`src/rtl/mem_bus_arbiter_pkg.sv`:
```
// Shared constants for the memory bus arbiter: memory map window, FSM encoding,
// master indices and the mapped-address test.
package mem_bus_arbiter_pkg;

    // Implemented memory map window, inclusive on both ends
    localparam logic [31:0] MAP_LOW  = 32'h0040_0000;
    localparam logic [31:0] MAP_HIGH = 32'h7FFF_FFFF;

    // Access sequencer state encoding
    localparam logic [1:0] ST_IDLE   = 2'd0;
    localparam logic [1:0] ST_ACCESS = 2'd1;
    localparam logic [1:0] ST_RESP   = 2'd2;

    // Master indices
    localparam logic M0 = 1'b0;
    localparam logic M1 = 1'b1;

    // Wait-state down-counter width
    localparam int unsigned CNT_W = 4;

    // True when the address falls inside the implemented map
    function automatic logic addr_mapped(input logic [63:0] addr);
        return (addr >= 64'(MAP_LOW)) && (addr <= 64'(MAP_HIGH));
    endfunction

endpackage

```
`src/rtl/mem_bus_arbiter_rr_pick2.sv`:
```
// Two-way round-robin pick: a lone requester wins, a tie goes to the master
// that was not granted last.
module rr_pick2
    import mem_bus_arbiter_pkg::*;
(
    input  logic [1:0] req_i,
    input  logic       last_grant_i,
    output logic       valid_c_o,
    output logic       winner_c_o
);

    // Combinational winner selection
    always_comb begin
        valid_c_o  = |req_i;
        winner_c_o = M0;
        case (req_i)
            2'b01:   winner_c_o = M0;
            2'b10:   winner_c_o = M1;
            2'b11:   winner_c_o = ~last_grant_i;
            default: winner_c_o = M0;
        endcase
    end

endmodule

```
`src/rtl/mem_bus_arbiter.sv`:
```
// Two-master arbiter and access sequencer in front of the memory map decoder.
// Each transfer runs IDLE -> ACCESS (WAIT_CYCLES+1 cycles) -> RESP; unmapped
// addresses never strobe the decoder and complete with err.
module mem_bus_arbiter
    import mem_bus_arbiter_pkg::*;
#(
    parameter int unsigned DATA_WIDTH  = 32,
    parameter int unsigned ADDR_WIDTH  = 32,
    parameter int unsigned WAIT_CYCLES = 1
) (
    input  logic                  clk,
    input  logic                  rst,
    input  logic                  m0_req,
    input  logic                  m0_we,
    input  logic [ADDR_WIDTH-1:0] m0_addr,
    input  logic [DATA_WIDTH-1:0] m0_wdata,
    output logic                  m0_gnt,
    output logic                  m0_ack,
    output logic                  m0_err,
    output logic [DATA_WIDTH-1:0] m0_rdata,
    input  logic                  m1_req,
    input  logic                  m1_we,
    input  logic [ADDR_WIDTH-1:0] m1_addr,
    input  logic [DATA_WIDTH-1:0] m1_wdata,
    output logic                  m1_gnt,
    output logic                  m1_ack,
    output logic                  m1_err,
    output logic [DATA_WIDTH-1:0] m1_rdata,
    output logic                  MemRead,
    output logic                  MemWrite,
    output logic [ADDR_WIDTH-1:0] AddrBus,
    output logic [DATA_WIDTH-1:0] WDataBus,
    input  logic [DATA_WIDTH-1:0] RDataBus
);

    localparam logic [CNT_W-1:0] CNT_LOAD = CNT_W'(WAIT_CYCLES);
    localparam logic             WAIT0    = (WAIT_CYCLES == 0);

    logic [1:0]            state_q, state_d;
    logic [CNT_W-1:0]      cnt_q, cnt_d;
    logic                  owner_q, owner_d;
    logic                  last_grant_q, last_grant_d;
    logic                  we_q, we_d;
    logic                  mapped_q, mapped_d;
    logic [ADDR_WIDTH-1:0] addr_q, addr_d;
    logic [DATA_WIDTH-1:0] wdata_q, wdata_d;
    logic                  mem_read_q, mem_read_d;
    logic                  mem_write_q, mem_write_d;
    logic [1:0]            gnt_q, gnt_d;
    logic [1:0]            ack_q, ack_d;
    logic [1:0]            err_q, err_d;
    logic [DATA_WIDTH-1:0] rdata_q [2];
    logic [DATA_WIDTH-1:0] rdata_d [2];

    logic                  pick_valid;
    logic                  pick;
    logic                  win_we;
    logic [ADDR_WIDTH-1:0] win_addr;
    logic [DATA_WIDTH-1:0] win_wdata;
    logic                  win_mapped;

    rr_pick2 u_pick (
        .req_i        ({m1_req, m0_req}),
        .last_grant_i (last_grant_q),
        .valid_c_o    (pick_valid),
        .winner_c_o   (pick)
    );

    // Steer the winning master's request fields
    always_comb begin
        win_we     = (pick == M1) ? m1_we    : m0_we;
        win_addr   = (pick == M1) ? m1_addr  : m0_addr;
        win_wdata  = (pick == M1) ? m1_wdata : m0_wdata;
        win_mapped = addr_mapped(64'(win_addr));
    end

    // Next-state and registered-output decode
    always_comb begin
        state_d      = state_q;
        cnt_d        = cnt_q;
        owner_d      = owner_q;
        last_grant_d = last_grant_q;
        we_d         = we_q;
        mapped_d     = mapped_q;
        addr_d       = addr_q;
        wdata_d      = wdata_q;
        mem_read_d   = 1'b0;
        mem_write_d  = 1'b0;
        gnt_d        = 2'b00;
        ack_d        = 2'b00;
        err_d        = 2'b00;
        rdata_d[0]   = '0;
        rdata_d[1]   = '0;

        case (state_q)
            ST_IDLE: begin
                if (pick_valid) begin
                    state_d      = ST_ACCESS;
                    cnt_d        = CNT_LOAD;
                    owner_d      = pick;
                    last_grant_d = pick;
                    we_d         = win_we;
                    mapped_d     = win_mapped;
                    addr_d       = win_addr;
                    wdata_d      = win_wdata;
                    gnt_d[pick]  = 1'b1;
                    mem_read_d   = win_mapped && !win_we;
                    // With no wait states the first ACCESS cycle is also the last
                    mem_write_d  = win_mapped && win_we && WAIT0;
                end
            end
            ST_ACCESS: begin
                gnt_d[owner_q] = 1'b1;
                if (cnt_q == '0) begin
                    state_d          = ST_RESP;
                    ack_d[owner_q]   = 1'b1;
                    err_d[owner_q]   = !mapped_q;
                    rdata_d[owner_q] = (mapped_q && !we_q) ? RDataBus : '0;
                end else begin
                    cnt_d       = cnt_q - CNT_W'(1);
                    mem_read_d  = mapped_q && !we_q;
                    mem_write_d = mapped_q && we_q && (cnt_q == CNT_W'(1));
                end
            end
            ST_RESP: begin
                state_d = ST_IDLE;
            end
            default: begin
                state_d = ST_IDLE;
            end
        endcase
    end

    // State and output registers with synchronous reset
    always_ff @(posedge clk) begin
        if (rst) begin
            state_q      <= ST_IDLE;
            cnt_q        <= '0;
            owner_q      <= M0;
            last_grant_q <= M1;
            we_q         <= 1'b0;
            mapped_q     <= 1'b0;
            addr_q       <= '0;
            wdata_q      <= '0;
            mem_read_q   <= 1'b0;
            mem_write_q  <= 1'b0;
            gnt_q        <= 2'b00;
            ack_q        <= 2'b00;
            err_q        <= 2'b00;
            rdata_q[0]   <= '0;
            rdata_q[1]   <= '0;
        end else begin
            state_q      <= state_d;
            cnt_q        <= cnt_d;
            owner_q      <= owner_d;
            last_grant_q <= last_grant_d;
            we_q         <= we_d;
            mapped_q     <= mapped_d;
            addr_q       <= addr_d;
            wdata_q      <= wdata_d;
            mem_read_q   <= mem_read_d;
            mem_write_q  <= mem_write_d;
            gnt_q        <= gnt_d;
            ack_q        <= ack_d;
            err_q        <= err_d;
            rdata_q[0]   <= rdata_d[0];
            rdata_q[1]   <= rdata_d[1];
        end
    end

    assign m0_gnt   = gnt_q[0];
    assign m1_gnt   = gnt_q[1];
    assign m0_ack   = ack_q[0];
    assign m1_ack   = ack_q[1];
    assign m0_err   = err_q[0];
    assign m1_err   = err_q[1];
    assign m0_rdata = rdata_q[0];
    assign m1_rdata = rdata_q[1];
    assign MemRead  = mem_read_q;
    assign MemWrite = mem_write_q;
    assign AddrBus  = addr_q;
    assign WDataBus = wdata_q;

endmodule

```
`config.mk`:
```
export PLATFORM = sky130hd
export DESIGN_NAME = mem_bus_arbiter
export DESIGN_NICKNAME = d
export VERILOG_FILES = /design/src/rtl/mem_bus_arbiter_pkg.sv /design/src/rtl/mem_bus_arbiter_rr_pick2.sv /design/src/rtl/mem_bus_arbiter.sv
export SDC_FILE = /design/constraint.sdc
export NUM_CORES = 1
export LEC_CHECK = 0
export BUFFER_PORTS_ARGS = -buffer_cell sky130_fd_sc_hd__buf_2
export CAP_MARGIN = 5
export CORE_MARGIN = 10
export CORE_UTILIZATION = 44
export DETAILED_ROUTE_END_ITERATION = 6
export PLACE_DENSITY = 0.92
export SYNTH_ARGS = -nofsm -noshare
export SYNTH_HDL_FRONTEND = slang
export SYNTH_SLANG_ARGS = --single-unit
```
`constraint.sdc`:
```
create_clock -name clk -period 2.32 [get_ports clk]
set_input_delay 0.464 -clock clk [delete_from_list [all_inputs] [get_ports clk]]
set_output_delay 0.464 -clock clk [all_outputs]
set_load 0.005 [all_outputs]
```
==> impl_metrics.json <==
{
  "initialDrtViolationCount": 212,
  "grt_usage_pct": 19.3,
  "timing.clock.skew_ns": 0.00701,
  "die_height_um": 130,
  "syn-mean-instance-area_sq_um": 10.5,
  "clock-sinks": 146,
  "slew-limit-headroom_pct": 65.6,
  "cts.clk_slew.worst_paths_ns": 0.06,
  "ctsResizeCount": 0,
  "grt_util_met2_pct": 33.4,
  "timing.final.setup_violations": 0,
  "top_ports": 302,
  "rsz0062_at_grt": "no",
  "dieArea_sq_mm": 0.0170,
  "start_kind": "register",
  "globalRoute.busiestLayer": "met2",
  "port_buffers": 301,
  "via_count_of_the_first_global_routing_pass": 5046,
  "yosys.area.top_type": "sky130_fd_sc_hd__dfxtp_1",
  "path_buf_inv": 1,
  "worst_setup_path_endpoint": "rdata_q[0][0]",
  "dieWidth_um": 130,
  "critical_path.cell_chain": "inv_1 > ha_1 > or3b_4 > nor4_4 > and2b_4 > and3_2",
  "synth.most_common_cell": "sky130_fd_sc_hd__dfxtp_1",
  "grtUsageMet1_pct": 19.0,
  "proportion_of_register_bits_with_asynchronous_set_or_reset_after_synthesis_pct": 0,
  "crit_path_max_incr_delay_ns": 0.41,
  "half_perimeter_wire_length_after_placement_mm": 13.5,
  "cts_h_tree_depth": 4,
  "worst-slew-pin-transition_ns": 0.514,
  "drc": 0,
  "final_core_util_pct": 64.2,
  "total_leakage_power_uw": 0.00399,
  "post_synth_main_area_contributors": "sky130_fd_sc_hd__dfxtp_1 55%, sky130_fd_sc_hd__mux2i_1 12%, sky130_fd_sc_hd__a211oi_1 9.1%, sky130_fd_sc_hd__and3_1 7.1%, sky130_fd_sc_hd__nor2_1 5.0%",
  "postCtsSetupRepairBufs": 0,
  "rr_endpoint": "rdata_q[0][0]",
  "cts-root-to-sink-buffers": 2,
  "synth.lib_cells_used.distinct": 38,
  "timing.rr.start": "cnt_q[1]",
  "worst_skew_pair.late_latency_ns": 0.41,
  "final.period_utilization_pct": 81.9,
  "synthesis.nets": 680,
  "crit_family": "simple AND/OR/NAND/NOR gates",
  "critPathSlowestCell": "sky130_fd_sc_hd__or3b_4",
  "remaining_global_route_overflow": 0,
  "ir_worst_vdd_mv": 0.482,
  "dp.cells": 937,
  "grt_start_max_net_pins": 77,
  "yosysWarnings": 0,
  "finalWorstPathRequiredPeriod_ns": 1.90,
  "pwr_density_cell_mw_per_mm2": 889,
  "synthCells": 511,
  "postRouteWirelength_mm": 16.9,
  "core-area_sq_mm": 0.0120,
  "synth_seq_area_share_pct": 54.6,
  "critical_path_peak_fanout": 34,
  "cp.arrival_ns": 2.25,
  "regToRegSetupSlack_ns": 0.42,
  "p_int_uw": 5030,
  "grt_first_pass_wirelength_mm": 25.7,
  "power_frac_comb_pct": 16.9,
  "drv_cap": 0,
  "min-delay-start": "RDataBus[26]",
  "cts_tree": "done",
  "worst_setup_path_end_kind": "register",
  "netlist_top_cells_count": "146 x sky130_fd_sc_hd__dfxtp_1, 72 x sky130_fd_sc_hd__nor2_1, 66 x sky130_fd_sc_hd__mux2i_1, 65 x sky130_fd_sc_hd__a211oi_1, 61 x sky130_fd_sc_hd__and3_1",
  "run_status": "complete, no violations",
  "seq_power_share_pct": 41.3,
  "place_congestion": 0.797,
  "min_path_type": "input port to register",
  "postSynth.topFlopCell": "sky130_fd_sc_hd__dfxtp_1",
  "dr_total_vias": 4891,
  "worst_r2r_path_depth": 6,
  "final_design_area_no_fill_sq_mm": 0.00767,
  "vias_per_cell": 5.04,
  "power.net_switching_uw": 1790,
  "timing.critical_path.depth": 6,
  "synth_enable_flop_cells": 0,
  "route.detailed.wl_per_inst_um": 17.5,
  "required_ns": 2.67,
  "postSynthRegisterBits": 146,
  "effective_utilization_at_floorplan_pct": 44.8,
  "achievable-frequency_mhz": 527,
  "report.final.hold_viol_count": 0,
  "totalNegativeSetupSlack_ns": 0,
  "final_net_count": 978,
  "post_dp_cell_area_sq_mm": 0.00705,
  "grt_util_met3_pct": 10.5,
  "cts-buffers-inserted": 17,
  "hold-worst-slack_ns": 0.290,
  "power.share.clock_pct": 41.7,
  "post_route_antenna_net_violation_count": 0,
  "timing.final.max_slew_violations": 0,
  "sw_frac_of_total_pct": 26.3,
  "ctsHoldBuffers": 0,
  "yosysTopAreaCellShare_pct": 54.6,
  "fillerInstances": 955,
  "synthesis.area_sq_mm": 0.00536,
  "synthToLayoutAreaGrowth_pct": 43.3,
  "stdcell_count": 970,
  "clockRootBuffer": "sky130_fd_sc_hd__clkbuf_16",
  "dr_pass1_iterations": 5,
  "rows": 40,
  "crit_type": "register to register",
  "worstSetupStartpoint": "cnt_q[1]",
  "layout-drive-gt1-share_pct": 45.0,
  "antenna_found_initial": 2
}
-- cell usage in the layout, fill, tap and decap left out, types with 2 or more instances in the layout --
cell type	netlist	routed
sky130_fd_sc_hd__nor2_1	72	71
sky130_fd_sc_hd__dfxtp_1	146	146
sky130_fd_sc_hd__clkbuf_16	0	17
sky130_fd_sc_hd__o21ai_0	2	2
sky130_fd_sc_hd__nand3_1	4	4
sky130_fd_sc_hd__a21oi_1	3	3
sky130_fd_sc_hd__inv_6	0	3
sky130_fd_sc_hd__and3_2	5	5
sky130_fd_sc_hd__and3_1	61	61
sky130_fd_sc_hd__nor3_1	5	5
sky130_fd_sc_hd__buf_12	0	4
sky130_fd_sc_hd__inv_1	4	4
sky130_fd_sc_hd__xor2_1	2	2
sky130_fd_sc_hd__clkbuf_8	0	2
sky130_fd_sc_hd__ha_1	3	3
sky130_fd_sc_hd__clkinvlp_4	0	5
sky130_fd_sc_hd__mux2i_1	66	66
sky130_fd_sc_hd__o22ai_1	2	2
sky130_fd_sc_hd__nand2_1	3	3
sky130_fd_sc_hd__buf_2	22	301
sky130_fd_sc_hd__buf_4	0	18
sky130_fd_sc_hd__a211oi_1	65	65
sky130_fd_sc_hd__bufinv_16	0	3
sky130_fd_sc_hd__nor4_1	5	5
-- metrics by stage --
stage               total power [uW]  setup WS (ns)
floorplan                       3490          0.687
global placement                4010          0.496
detailed placement              4040          0.422
CTS                             6880          0.408
global route                    7140          0.279
finish                          6820          0.421
-- layout make-up --
type / instances / area [sq um] / share of cell area, %
Sequential cell: 146 / 2920 / 38.1
Multi-Input combinational cell: 317 / 2200 / 28.7
Timing Repair Buffer: 323 / 1720 / 22.4
Clock buffer: 19 / 453 / 5.90
Tap cell: 147 / 184 / 2.40
Clock inverter: 13 / 174 / 2.27
Inverter: 4 / 15.0 / 0.196
Antenna cell: 1 / 2.50 / 0.0326
-- sequential cells by signal (all words and copies together), names as in the netlist --
signal,cells
ack_q,2
mapped_q,1
rdata_q,64
state_q,2
gnt_q,2
err_q,2
MemWrite,1
AddrBus,32
we_q,1
last_grant_q,1
MemRead,1
WDataBus,32
cnt_q,4
owner_q,1
-- cells by family (layout without fill, tap and decap cells) --
kind of cell               after synthesis  count (layout)  synth area share, %
AOI/OAI and AO/OA                       80              80                 11.0
xor gates and xnor gates                 2               2                0.327
adders and majority gates                3               3                0.701
buffers and inverters                   48             359                 4.72
DFF                                    146             146                 54.6
muxes                                   66              66                 12.3
other                                    0               1                    0
and+or+nand+nor                        166             166                 16.4
-- how the worst min path moves through the flow --
| stage | endpoint | cells after the start |
|---|---|---|
| 3_3_place_gp | MemWrite | 1 |
| 4_1_cts | rdata_q[0][58] | 2 |
| 6_report | rdata_q[0][58] | 2 |
| 3_5_place_dp | MemWrite | 1 |
| 5_1_grt | rdata_q[0][36] | 2 |
| 2_1_floorplan | MemWrite | 1 |
-- power groups by stage --
stage          logic (uW)  clock network (uW)  registers [uW]
2_1_floorplan         609                   0            2880
3_3_place_gp         1140                   0            2860
3_5_place_dp         1170                   0            2870
4_1_cts              1180                2880            2820
5_1_grt              1300                3000            2850
6_report             1160                2850            2820
-- per-layer routing --
metal  up-vias  wire, um  part of all wire (%)
met5         -        13                 0.077
met4         2       301                   1.8
met3        24      2350                    14
met2       241      8290                    49
met1      2196      5980                    35
li1       2428         -                     -
(Power assumes the default switching activity.)
